[config.mk]
export PLATFORM = sky130hd
export DESIGN_NAME = breadboard_sweep_ctrl_flat
export DESIGN_NICKNAME = d
export VERILOG_FILES = /design/src/rtl/breadboard_sweep_ctrl_if.sv /design/src/rtl/breadboard_sweep_ctrl.sv /design/src/flat_wrapper.sv
export SDC_FILE = /design/constraint.sdc
export NUM_CORES = 1
export LEC_CHECK = 0
export CAP_MARGIN = 20
export CORE_MARGIN = 5
export CORE_UTILIZATION = 30
export DETAILED_ROUTE_END_ITERATION = 16
export GPL_ROUTABILITY_DRIVEN = 0
export MAX_ROUTING_LAYER = met4
export PLACE_DENSITY_LB_ADDON = 0.25
export RECOVER_POWER = 25
export REMOVE_ABC_BUFFERS = 1
export SLEW_MARGIN = 15
export SYNTH_ARGS = -nofsm -noshare
export SYNTH_HDL_FRONTEND = slang
export SYNTH_SLANG_ARGS = --single-unit
[constraint.sdc]
create_clock -name clk -period 2.7 [get_ports clk]
set_clock_uncertainty 0.15 [all_clocks]
set_input_delay 0.54 -clock clk [delete_from_list [all_inputs] [get_ports clk]]
set_output_delay 0.54 -clock clk [all_outputs]
set_load 0.02 [all_outputs]
[src/rtl/breadboard_sweep_ctrl_if.sv]
// ----------------------------------------------------------------------------
// breadboard_sweep_ctrl_if
//   Probe bus between the sweep sequencer and the 4-input breadboard block.
//   dut_w/x/y/z : input vector applied to the block (w = MSB)
//   dut_f       : block response {f2,f3,f4,f7}
//   master : sequencer side (drives the vector, observes the response)
//   slave  : block side (receives the vector, returns the response)
// ----------------------------------------------------------------------------
interface breadboard_sweep_ctrl_if;
  logic       dut_w;
  logic       dut_x;
  logic       dut_y;
  logic       dut_z;
  logic [3:0] dut_f;

  modport master (
    output dut_w, dut_x, dut_y, dut_z,
    input  dut_f
  );

  modport slave (
    input  dut_w, dut_x, dut_y, dut_z,
    output dut_f
  );
endinterface

[src/rtl/breadboard_sweep_ctrl.sv]
// ----------------------------------------------------------------------------
// breadboard_sweep_ctrl
//   Walks the breadboard logic block through all 16 input vectors, waits a
//   settle time after each drive, compares the response with a golden table,
//   logs every sample and reports a pass/fail summary.
//
//   clk, rst_n        clock (rising edge), asynchronous active-low reset
//   start, abort      begin a sweep (IDLE only) / cancel a sweep
//   bb (master)       vector out to the block, response {f2,f3,f4,f7} back
//   busy              sweep in progress (DRIVE/SETTLE/SAMPLE)
//   done, pass        end-of-sweep pulse / no mismatches in the last sweep
//   err_count         mismatching vectors this sweep (0..16)
//   first_err_valid/_idx  first mismatching vector of this sweep
//   log_valid/_idx/_obs/_mismatch  one record per sampled vector
// ----------------------------------------------------------------------------
module breadboard_sweep_ctrl #(
  parameter int          SETTLE_CYCLES = 4,     // 1..255
  parameter bit          STOP_ON_ERR   = 1'b0,
  parameter logic [63:0] EXP_TABLE     = 64'hE4C1_E150_E510_3800
) (
  input  logic                           clk,
  input  logic                           rst_n,
  input  logic                           start,
  input  logic                           abort,
  breadboard_sweep_ctrl_if.master        bb,
  output logic                           busy,
  output logic                           done,
  output logic                           pass,
  output logic [4:0]                     err_count,
  output logic                           first_err_valid,
  output logic [3:0]                     first_err_idx,
  output logic                           log_valid,
  output logic [3:0]                     log_idx,
  output logic [3:0]                     log_obs,
  output logic                           log_mismatch
);

  typedef enum logic [2:0] {
    IDLE,
    DRIVE,
    SETTLE,
    SAMPLE,
    DONE
  } state_t;

  // The counter is loaded with SETTLE_CYCLES-1 so SETTLE lasts exactly
  // SETTLE_CYCLES cycles, including the cycle in which it reaches zero.
  localparam logic [7:0] SETTLE_LOAD = 8'(SETTLE_CYCLES - 1);

  state_t     state;
  state_t     state_next;
  logic [3:0] idx;
  logic [7:0] cnt;
  logic [3:0] vec;
  logic [3:0] exp_f;
  logic       mismatch;

  logic do_accept;
  logic do_drive;
  logic do_settle;
  logic do_sample;
  logic do_done;
  logic do_abort;

  assign bb.dut_w = vec[3];
  assign bb.dut_x = vec[2];
  assign bb.dut_y = vec[1];
  assign bb.dut_z = vec[0];

  // --------------------------------------------------------------------------
  // State register
  // --------------------------------------------------------------------------
  // NOTE: clocked state uses non-blocking (<=) so every flop samples the
  // pre-edge values of the others, independent of statement order.
  always_ff @(posedge clk or negedge rst_n) begin
    if (!rst_n) begin
      state <= IDLE;
    end else begin
      state <= state_next;
    end
  end

  // --------------------------------------------------------------------------
  // Next state and per-state action strobes
  // --------------------------------------------------------------------------
  // NOTE: every signal written here gets a default first; a path that leaves
  // one unassigned would infer a latch.
  always_comb begin
    state_next = state;
    do_accept  = 1'b0;
    do_drive   = 1'b0;
    do_settle  = 1'b0;
    do_sample  = 1'b0;
    do_done    = 1'b0;
    do_abort   = 1'b0;
    exp_f      = EXP_TABLE[{idx, 2'b00} +: 4];
    mismatch   = (bb.dut_f != exp_f);

    unique case (state)
      IDLE: begin
        // abort wins over start when both are seen in IDLE
        if (start && !abort) begin
          do_accept  = 1'b1;
          state_next = DRIVE;
        end
      end
      DRIVE: begin
        do_drive   = 1'b1;
        state_next = SETTLE;
      end
      SETTLE: begin
        do_settle = 1'b1;
        if (cnt == 8'd0) state_next = SAMPLE;
      end
      SAMPLE: begin
        do_sample = 1'b1;
        if (idx == 4'd15 || (STOP_ON_ERR && mismatch)) state_next = DONE;
        else                                          state_next = DRIVE;
      end
      DONE: begin
        do_done    = 1'b1;
        state_next = IDLE;
      end
      default: state_next = IDLE;
    endcase

    // abort overrides whatever the current state would have done this edge,
    // so a sample cut short by abort is neither logged nor counted
    if (abort && state != IDLE) begin
      do_drive   = 1'b0;
      do_settle  = 1'b0;
      do_sample  = 1'b0;
      do_done    = 1'b0;
      do_abort   = 1'b1;
      state_next = IDLE;
    end
  end

  // --------------------------------------------------------------------------
  // Datapath and registered outputs
  // --------------------------------------------------------------------------
  always_ff @(posedge clk or negedge rst_n) begin
    if (!rst_n) begin
      idx             <= 4'd0;
      cnt             <= 8'd0;
      vec             <= 4'd0;
      busy            <= 1'b0;
      done            <= 1'b0;
      pass            <= 1'b0;
      err_count       <= 5'd0;
      first_err_valid <= 1'b0;
      first_err_idx   <= 4'd0;
      log_valid       <= 1'b0;
      log_idx         <= 4'd0;
      log_obs         <= 4'd0;
      log_mismatch    <= 1'b0;
    end else begin
      // pulses default low; log_idx/obs/mismatch hold their last record
      log_valid <= 1'b0;
      done      <= 1'b0;
      busy      <= (state_next == DRIVE) || (state_next == SETTLE) ||
                   (state_next == SAMPLE);

      if (do_accept) begin
        idx             <= 4'd0;
        err_count       <= 5'd0;
        first_err_valid <= 1'b0;
        first_err_idx   <= 4'd0;
        pass            <= 1'b0;
      end

      if (do_drive) begin
        vec <= idx;
        cnt <= SETTLE_LOAD;
      end

      if (do_settle && cnt != 8'd0) begin
        cnt <= cnt - 8'd1;
      end

      if (do_sample) begin
        log_valid    <= 1'b1;
        log_idx      <= idx;
        log_obs      <= bb.dut_f;
        log_mismatch <= mismatch;
        if (mismatch) begin
          // at most 16 samples per sweep, so this never exceeds 16
          err_count <= err_count + 5'd1;
          if (!first_err_valid) begin
            first_err_valid <= 1'b1;
            first_err_idx   <= idx;
          end
        end
        if (state_next == DRIVE) idx <= idx + 4'd1;
      end

      if (do_done) begin
        done <= 1'b1;
        pass <= (err_count == 5'd0);
        vec  <= 4'd0;
      end

      if (do_abort) begin
        pass <= 1'b0;
        vec  <= 4'd0;
      end
    end
  end

endmodule

[src/flat_wrapper.sv]
// flat-port wrapper written by rule: the top's interface ports become plain ports
module breadboard_sweep_ctrl_flat 
#(
  parameter int          SETTLE_CYCLES = 4,              
  parameter bit          STOP_ON_ERR   = 1'b0,
  parameter logic [63:0] EXP_TABLE     = 64'hE4C1_E150_E510_3800
)
  (clk, rst_n, start, abort, busy, done, pass, err_count, first_err_valid, first_err_idx, log_valid, log_idx, log_obs, log_mismatch, bb_dut_w, bb_dut_x, bb_dut_y, bb_dut_z, bb_dut_f);
  breadboard_sweep_ctrl_if bb_i ();
  input  logic clk;
  input  logic rst_n;
  input  logic start;
  input  logic abort;
  output logic busy;
  output logic done;
  output logic pass;
  output logic [4:0] err_count;
  output logic first_err_valid;
  output logic [3:0] first_err_idx;
  output logic log_valid;
  output logic [3:0] log_idx;
  output logic [3:0] log_obs;
  output logic log_mismatch;
  output wire logic [$bits(bb_i.dut_w)-1:0] bb_dut_w;
  output wire logic [$bits(bb_i.dut_x)-1:0] bb_dut_x;
  output wire logic [$bits(bb_i.dut_y)-1:0] bb_dut_y;
  output wire logic [$bits(bb_i.dut_z)-1:0] bb_dut_z;
  input wire logic [$bits(bb_i.dut_f)-1:0] bb_dut_f;
  assign bb_dut_w = bb_i.dut_w;
  assign bb_dut_x = bb_i.dut_x;
  assign bb_dut_y = bb_i.dut_y;
  assign bb_dut_z = bb_i.dut_z;
  assign bb_i.dut_f = bb_dut_f;
  breadboard_sweep_ctrl #(.SETTLE_CYCLES(SETTLE_CYCLES), .STOP_ON_ERR(STOP_ON_ERR), .EXP_TABLE(EXP_TABLE)) u_core (.clk(clk), .rst_n(rst_n), .start(start), .abort(abort), .bb(bb_i), .busy(busy), .done(done), .pass(pass), .err_count(err_count), .first_err_valid(first_err_valid), .first_err_idx(first_err_idx), .log_valid(log_valid), .log_idx(log_idx), .log_obs(log_obs), .log_mismatch(log_mismatch));
endmodule
======== Word-level counts from Yosys, hierarchy flattened ========
Cells that the tools add are included.
operators by class
  add/sub/neg operators ................... 3
  equal/unequal tests ..................... 9
  shift-type cells ........................ 1
  multiplexer cells ....................... 40
  reductions and logical operators ........ 14
operators with widths
  kind                                                         count
  variable part select 64 x 7 -> 4 bit (first input constant)  1
  2-to-1 mux 4 bit                                             10
  2-to-1 mux 1 bit                                             20
  2-to-1 mux 8 bit                                             2
  2-to-1 mux 5 bit                                             3
  equality test 3 x 2 -> 1 bit (second input constant)         4
  2-to-1 mux 3 bit                                             4
  case mux 3 bit (4 select lines)                              1
  nonzero test 3 bit                                           3
  logical NOT 8 bit                                            1
  nonzero test 8 bit                                           1
  subtractor 8 x 1 -> 8 bit (second input constant)            1
  equality test 3 x 1 -> 1 bit (second input constant)         2
  adder 5 x 1 -> 5 bit (second input constant)                 1
  logical NOT 5 bit                                            1
  adder 4 x 1 -> 4 bit (second input constant)                 1
  equality test 4 bit (second input constant)                  1
  != test 4 bit                                                1
  equality test 3 bit (second input constant)                  1
  logical AND 1 bit                                            3
  logical NOT 3 bit                                            1
  logical OR 1 bit                                             2
  nonzero test 2 bit                                           1
  logical NOT 1 bit                                            1
word-level totals
  bits in registers ....................... 42
  output and inout bits ................... 27
  logic and storage cells ................. 81

======== Logic depth before layout (Yosys ltp) ========
Gate-level depths: netlist of run 1.
  depth in word-level cells ............... 8
  depth in mapped cells ................... 10
  depth with buffers taken out ............ 8

======== Worst setup path after synthesis of run 1 ========
OpenSTA, ideal clock, no wires.
  kind .................................... register -> register
  start ................................... register u_core.idx[1]
  end ..................................... register u_core.err_count[3]
  arrival time ............................ 1.926 ns
  data required time ...................... 2.454 ns
  setup slack ............................. 0.528 ns
  cell stages (with the launch flop) ...... 10
  buffers on the path ..................... 1
  period minus slack after synthesis ...... 2.172 ns
  cells stage by stage .................... dfrtp_1 > ha_1 > ha_1 > nor2_1 > xor2_1 > nand4_1 > o31ai_4 > buf_6 > o211ai_2 > o31ai_1
between the ends
  cells in the longest elaborated chain, start to end .. 4
ends and longest elaborated chain
  what                                  RTL line                      RTL
  start: declaration                    breadboard_sweep_ctrl.sv:52   logic [3:0] idx;
  start signal: assignment              breadboard_sweep_ctrl.sv:194  if (state_next == DRIVE) idx <= idx + 4'd1;
  variable part select 64 x 7 -> 4 bit  breadboard_sweep_ctrl.sv:96   exp_f = EXP_TABLE[{idx, 2'b00} +: 4];
  != test 4 bit                         breadboard_sweep_ctrl.sv:97   mismatch = (bb.dut_f != exp_f);
  2-to-1 mux 5 bit                      breadboard_sweep_ctrl.sv:186  if (mismatch) begin
  2-to-1 mux 5 bit                      breadboard_sweep_ctrl.sv:181  if (do_sample) begin
  end signal: assignment                breadboard_sweep_ctrl.sv:188  err_count <= err_count + 5'd1;
  end: declaration                      breadboard_sweep_ctrl.sv:29   output logic [4:0] err_count,
Every way passes these cells.
A chain may end at the register's enable or synchronous reset.

======== Worst setup path after layout of run 1 ========
  start ................................... register u_core.idx[1]
  end ..................................... register u_core.err_count[2]
The elaborated chain is that of the path after synthesis.

==> results of run 1 <==
[cells by family after synthesis]
family | Yosys count
DFF | 42
buffers and inverters | 26
muxes | 17
and+or+nand+nor | 73
AOI/OAI and AO/OA | 45
xor gates and xnor gates | 4
adders and majority gates | 9
[synth_stat cells, drive strengths merged, types with 2 or more instances]
| master | number |
|---|---|
| a21oi | 6 |
| buf | 5 |
| o21ai | 19 |
| nand4 | 2 |
| nor3b | 2 |
| ha | 9 |
| nand3 | 11 |
| nand2b | 5 |
| inv | 17 |
| xor2 | 4 |
| nor3 | 3 |
| nor4b | 2 |
| mux2 | 4 |
| a22o | 5 |
| o22ai | 2 |
| o31ai | 3 |
| or2 | 4 |
| dfrtp | 42 |
| clkbuf | 4 |
| nor2 | 12 |
| mux2i | 13 |
| nand2 | 25 |
[per-layer routing]
layer	track usage, %	wire, um
met1	13.8	2090
met2	17.0	2150
met3	3.00	204
met4	2.52	34
met5	-	0
[worst max-delay path, stage by stage, from the launching register on]
cell     delay (ns)
dfrtp_1        0.49
ha_1           0.30
ha_1           0.21
nor2_1         0.13
xor2_1         0.17
nand4_1        0.16
o31ai_4        0.30
buf_12         0.17
a21oi_1        0.04
a31o_1         0.17
[state kept, by name (all words and copies together), names as in the netlist]
signal                  flops
u_core.cnt                  8
u_core.pass                 1
u_core.state                3
u_core.done                 1
u_core.first_err_valid      1
u_core.log_valid            1
u_core.log_mismatch         1
u_core.busy                 1
u_core.vec                  4
u_core.err_count            5
u_core.idx                  4
u_core.first_err_idx        4
u_core.log_idx              4
u_core.log_obs              4
[stage by stage]
step | setup slack (ns) | instance area, um2 | total power [mW] | utilization [%]
floorplan | 0.384 | 2120 | 1.01 | -
global placement | 0.209 | 2650 | 1.17 | 36.9
detailed placement | 0.190 | 2650 | 1.18 | 36.9
CTS | 0.277 | 2760 | 1.68 | 38.4
global route | 0.120 | 2750 | 1.76 | 38.4
finish | 0.308 | 2750 | 1.65 | 38.4
[final cells by class]
class,count,share of cell area (%)
sequential,42,38.2
multi-input combinational,148,36.6
timing repair buffer,41,14.4
tap,99,4.50
clock buffer,5,2.50
inverter,17,2.32
clock inverter,3,1.45
[power groups by stage]
stage	sequential (mW)	combinational, mW	clock (mW)
after floorplan	0.836	0.179	0
after global placement	0.803	0.365	0
after detailed placement	0.805	0.372	0
after CTS	0.793	0.373	0.510
after global routing	0.806	0.416	0.538
final	0.793	0.365	0.492
[path summary, 6_finish.rpt]
kind	endpoint	slack (ns)	start	depth (start not counted)
min in group asynchronous	u_core.log_mismatch$_DFFE_PN0P_	0.36	rst_n	2
hold reg to reg	u_core.log_idx[2]$_DFFE_PN0P_	0.33	u_core.log_idx[2]$_DFFE_PN0P_	2
setup / recovery	u_core.err_count[2]$_DFF_PN0_	0.31	u_core.idx[1]$_DFF_PN0_	9
max in group asynchronous	u_core.first_err_idx[1]$_DFF_PN0_	1.40	rst_n	2
setup reg to reg	u_core.err_count[2]$_DFF_PN0_	0.31	u_core.idx[1]$_DFF_PN0_	9
hold / removal	u_core.log_idx[2]$_DFFE_PN0P_	0.33	u_core.log_idx[2]$_DFFE_PN0P_	2
==> qor.txt, run 1 <==
CTS tree -> yes
FMAX -> 418 MHz
Die footprint -> 9090 um2
Wirelength, routed -> 4470 um
Comb pwr share -> 22.1%
Ys async rst share -> 100%
Largest family of logic cells by synthesized area -> simple AND/OR/NAND/NOR gates
Most used DFF post-synth -> dfrtp_1
Share of Yosys cell area claimed by the top area cell type -> 48.1%
Residual DRC -> 0
Status -> finished clean
Hold Fails Final Rpt -> 0
CTS Buf Count -> 5
Cells after Synth -> 216
# Post-CTS Setup Buffers -> 0
Drt first pass iters -> 4
Cell Int Power -> 1.16 mW
Complex-gate fraction of the synthesized area -> 14.4%
Die H -> 95.4 um
Grt ovf -> 0
Net Sw Power -> 0.494 mW
Synth area leaders -> dfrtp_1, mux2i_1, ha_1
Area occupied by multi-input gates -> 1010 um2
Largest net degree at the start of global routing -> 43
Share of cells above drive strength 1 -> 10.9%
Setup crit start kind -> flop
Commonest non-fill, non-tap cell in the layout -> dfrtp_1
PostCTS Resize Cnt -> 0
Average cell area after synthesis -> 10.1 um2
Slew headroom -> 29.7%
Setup Viol. Count Final -> 0
Antenna Nets Post-Route -> 0
Site Rows -> 31
Final std cells w/o fill -> 355
Starting Density -> 30.5%
Vias in the first global route -> 1551
Max clock buf depth -> 2
Via density -> 4.67
Mux share of post-synthesis cell area -> 8.01%
WL/cell -> 12.6 um
Clock group share of total power -> 29.8%
Vias -> 1659
Placed Cells -> 347
Register area -> 1050 um2
EDFF count, synth -> 0
Core ar. -> 7180 um2
XOR/XNOR Fraction of Synth Area -> 1.60%
WS Path Type -> flop to flop
Worst VDD drop -> 0.000192 V
First-pass GRT wire length -> 7480 um
Worst endpoint required time -> 2.74 ns
Most frequent cells in the layout -> dfrtp_1, clkdlybuf4s50_1, nand2_1
Setup TNS -> 0 ns
Max-cap viol count -> 0
Simple-gate share of the synthesized area -> 17.0%
PD cells -> 599 nW/um2
Final nets -> 272
Min Tclk post-route -> 2.39 ns
Critical Path Sink Type -> flop
Net Sw Frac -> 30.0%
Min Hold Slack -> 0.329 ns
Fin crit share -> 88.6%
Filler cells -> 715
Synth unique cells -> 46
Antenna Cells -> 0
Num Clock Sinks -> 42
HPWL after DPL -> 3220 um
# hold bufs at CTS -> 0
Crit Path Max Fanout -> 12
IO Port Bufs -> 34
Area leader, netlist -> dfrtp_1
P_leak -> 1.16 nW
Die width -> 95.4 um
Syn Std Cell Area -> 2190 um2
Sequential power share -> 48.1%
Max H-tree Level -> 2
Clk root buf -> clkbuf_8
Slew Viols, Final -> 0
Reg clk slew, reported paths -> 0.08 ns
Worst-Margin Slew -> 1.06 ns
Worst EP arrival -> 2.43 ns
1st-iter DRT viols -> 55
Total track usage -> 10.8%
Min-delay worst type -> flop to flop
Synthesis Warnings -> 0
Seq cells post-synth -> 42
# IOs -> 35
Synth Area in Adders -> 5.15%
Worst-Skew Late Latency -> 0.29 ns
Seq/Total Area, Yosys -> 48.1%
RSZ-0062 raised after global routing -> no
Initial antenna violation count -> 0
Synthesis-to-layout area growth -> 26.0%
(Power assumes the default switching activity.)
==> run 2, diff against run 1 <==
--- a/config.mk
+++ b/config.mk
@@ -7,9 +7,10 @@
 export LEC_CHECK = 0
 export CAP_MARGIN = 20
 export CORE_MARGIN = 5
-export CORE_UTILIZATION = 30
+export CORE_UTILIZATION = 53
 export DETAILED_ROUTE_END_ITERATION = 16
 export GPL_ROUTABILITY_DRIVEN = 0
+export GPL_TIMING_DRIVEN = 0
 export MAX_ROUTING_LAYER = met4
 export PLACE_DENSITY_LB_ADDON = 0.25
 export RECOVER_POWER = 25
==> qor.txt, run 2 (same netlist as run 1, synthesis figures left out) <==
Critical Path Sink Type -> flop (unchanged)
Slew Viols, Final -> 0 (unchanged)
Max clock buf depth -> 2 (unchanged)
First-pass GRT wire length -> 7440 um (was 7480 um)
WP buf/inv -> 2 (was 1)
Vias -> 1681 (was 1659)
Worst VDD drop -> 0.000413 V (was 0.000192 V)
Top reg by flops -> u_core.cnt (unchanged)
Top Registers -> u_core.cnt: 8 flops, u_core.err_count: 5 flops (unchanged)
Starting Density -> 54.6% (was 30.5%)
R2R Path End -> u_core.first_err_idx[0]$_DFF_PN0_ (was u_core.err_count[2]$_DFF_PN0_)
CTS Buf Count -> 5 (unchanged)
Site Rows -> 23 (was 31)
Fin worst setup slack -> 0.217 ns (was 0.308 ns)
Worst EP arrival -> 2.56 ns (was 2.43 ns)
Most frequent cells in the layout -> dfrtp_1, clkdlybuf4s50_1, nand2_1 (unchanged)
Total track usage -> 17.8% (was 10.8%)
Worst-Margin Slew -> 1.16 ns (was 1.06 ns)
Antenna Nets Post-Route -> 0 (unchanged)
Share of cells above drive strength 1 -> 9.52% (was 10.9%)
Antenna Cells -> 0 (unchanged)
Die width -> 74.2 um (was 95.4 um)
Reg clk slew, reported paths -> 0.08 ns (about the same)
P_leak -> 1.14 nW (was 1.16 nW)
Vias in the first global route -> 1683 (was 1551)
Wirelength, routed -> 4300 um (was 4470 um)
Min Tclk post-route -> 2.48 ns (was 2.39 ns)
1st-iter DRT viols -> 133 (was 55)
FMAX -> 403 MHz (was 418 MHz)
HPWL after DPL -> 3110 um (was 3220 um)
WL/cell -> 14.3 um (was 12.6 um)
Max H-tree Level -> 2 (unchanged)
Num Clock Sinks -> 42 (unchanged)
Clk root buf -> clkbuf_8 (unchanged)
Residual DRC -> 0 (unchanged)
Core ar. -> 4000 um2 (was 7180 um2)
PD cells -> 618 nW/um2 (was 599 nW/um2)
Setup Viol. Count Final -> 0 (unchanged)
Slew headroom -> 22.4% (was 29.7%)
CP max stage cell -> dfrtp_1 (unchanged)
Via density -> 5.57 (was 4.67)
Place WS -> -0.315 ns (was 0.190 ns)
Initial antenna violation count -> 0 (unchanged)
Grt ovf -> 0 (unchanged)
Setup crit start kind -> flop (unchanged)
Reg2reg start -> u_core.idx[0]$_DFF_PN0_ (was u_core.idx[1]$_DFF_PN0_)
Min-delay worst type -> input pin to async pin (was flop to flop)
Commonest non-fill, non-tap cell in the layout -> dfrtp_1 (unchanged)
Largest net degree at the start of global routing -> 23 (was 43)
Register-to-register setup slack -> 0.22 ns (was 0.31 ns)
Status -> finished clean (unchanged)
# IOs -> 35 (unchanged)
Finished Core Util -> 66.7% (was 38.4%)
Crit Path Max Fanout -> 12 (unchanged)
Drt first pass iters -> 4 (unchanged)
Peak per-stage delay on the critical path -> 0.53 ns (was 0.49 ns)
Max-cap viol count -> 0 (unchanged)
CTS tree -> yes (unchanged)
Final nets -> 268 (was 272)
Synthesis-to-layout area growth -> 22.0% (was 26.0%)
WS Path Type -> flop to flop (unchanged)
IO Port Bufs -> 34 (unchanged)
Die footprint -> 5510 um2 (was 9090 um2)
Reg2Reg Depth -> 9 (unchanged)
Die H -> 74.2 um (was 95.4 um)
# hold bufs at CTS -> 0 (unchanged)
Delay-heaviest family, CP -> flip-flops (was adder cells)
Max reg flops -> 8 (unchanged)
Fin crit share -> 92.0% (was 88.6%)
RSZ-0062 raised after global routing -> no (unchanged)
Most common cell on crit path -> mux2i_1 (was ha_1)
Worst endpoint required time -> 2.77 ns (was 2.74 ns)
Hold Fails Final Rpt -> 0 (unchanged)
Worst-Skew Late Latency -> 0.30 ns (was 0.29 ns)
Cell chain of the critical path -> inv_1 -> ha_1 -> mux2i_1 -> mux2i_1 -> xor2_1 -> o31ai_4 -> buf_12 -> nor2_4 -> mux2i_1 (was ha_1 -> ha_1 -> nor2_1 -> xor2_1 -> nand4_1 -> o31ai_4 -> buf_12 -> a21oi_1 -> a31o_1)
==> run 2: changes by cell type in the layout (fill, tap and decap cells not counted) <==
cell / before / now
nor2_2: 0 / 1
buf_2: 1 / 0
nand3_2: 0 / 1
clkbuf_1: 0 / 2
nor2_1: 11 / 10
clkbuf_2: 1 / 0
nand3_1: 11 / 10
buf_4: 5 / 1
==> run 2: metal layers <==
metal | global-route usage, % | share of wire (%)
met5 | - | 0
met4 | 3.95 | 0.70
met3 | 4.59 | 4.5
met2 | 29.1 | 50
met1 | 22.5 | 45
==> run 2: what timing repair did <==
action | in CTS | in global routing
setup endpoints to repair | 0 | 10
setup buffers | 0 | 2
gates resized for setup | 0 | 2
==> run 2: area by class of cell <==
cell class,instances,area [um2]
sequential,42,1050
tap,50,62.6
timing repair buffer,37,365
clock inverter,3,40.0
clock buffer,5,68.8
inverter,17,63.8
multi-input combinational,148,1020
fill,341,1330
==> run 2: worst max-delay path by stage <==
stage | from | end | cells after the start | slack (ns)
2_1_floorplan | u_core.idx[0]$_DFF_PN0_ | u_core.err_count[2]$_DFF_PN0_ | 8 | 0.38
3_3_place_gp | abort | u_core.first_err_idx[3]$_DFF_PN0_ | 7 | -0.26
3_5_place_dp | abort | u_core.first_err_idx[0]$_DFF_PN0_ | 7 | -0.31
4_1_cts | abort | u_core.first_err_idx[0]$_DFF_PN0_ | 7 | 0.005
5_1_grt | u_core.idx[0]$_DFF_PN0_ | u_core.first_err_idx[2]$_DFF_PN0_ | 9 | 0.006
6_report | u_core.idx[0]$_DFF_PN0_ | u_core.first_err_idx[0]$_DFF_PN0_ | 9 | 0.22
==> run 2: stage by stage <==
step                hold WS (ns)  power (mW)  instance area, um2  TNS [ns]  instances
floorplan                 0.0944        1.01                2120         0        207
global placement           0.308        1.15                2530     -6.54        291
detailed placement         0.316        1.17                2550     -2.27        292
CTS                       0.0666        1.66                2660         0        300
global route               0.351        1.74                2670         0        302
finish                     0.263        1.65                2670         0        302
==> run 2: report_power, final <==
part	total [mW]	switching (mW)	internal, mW
registers	0.795	0.0823	0.713
logic	0.365	0.197	0.167
clock network	0.488	0.216	0.272
total	1.65	0.496	1.15
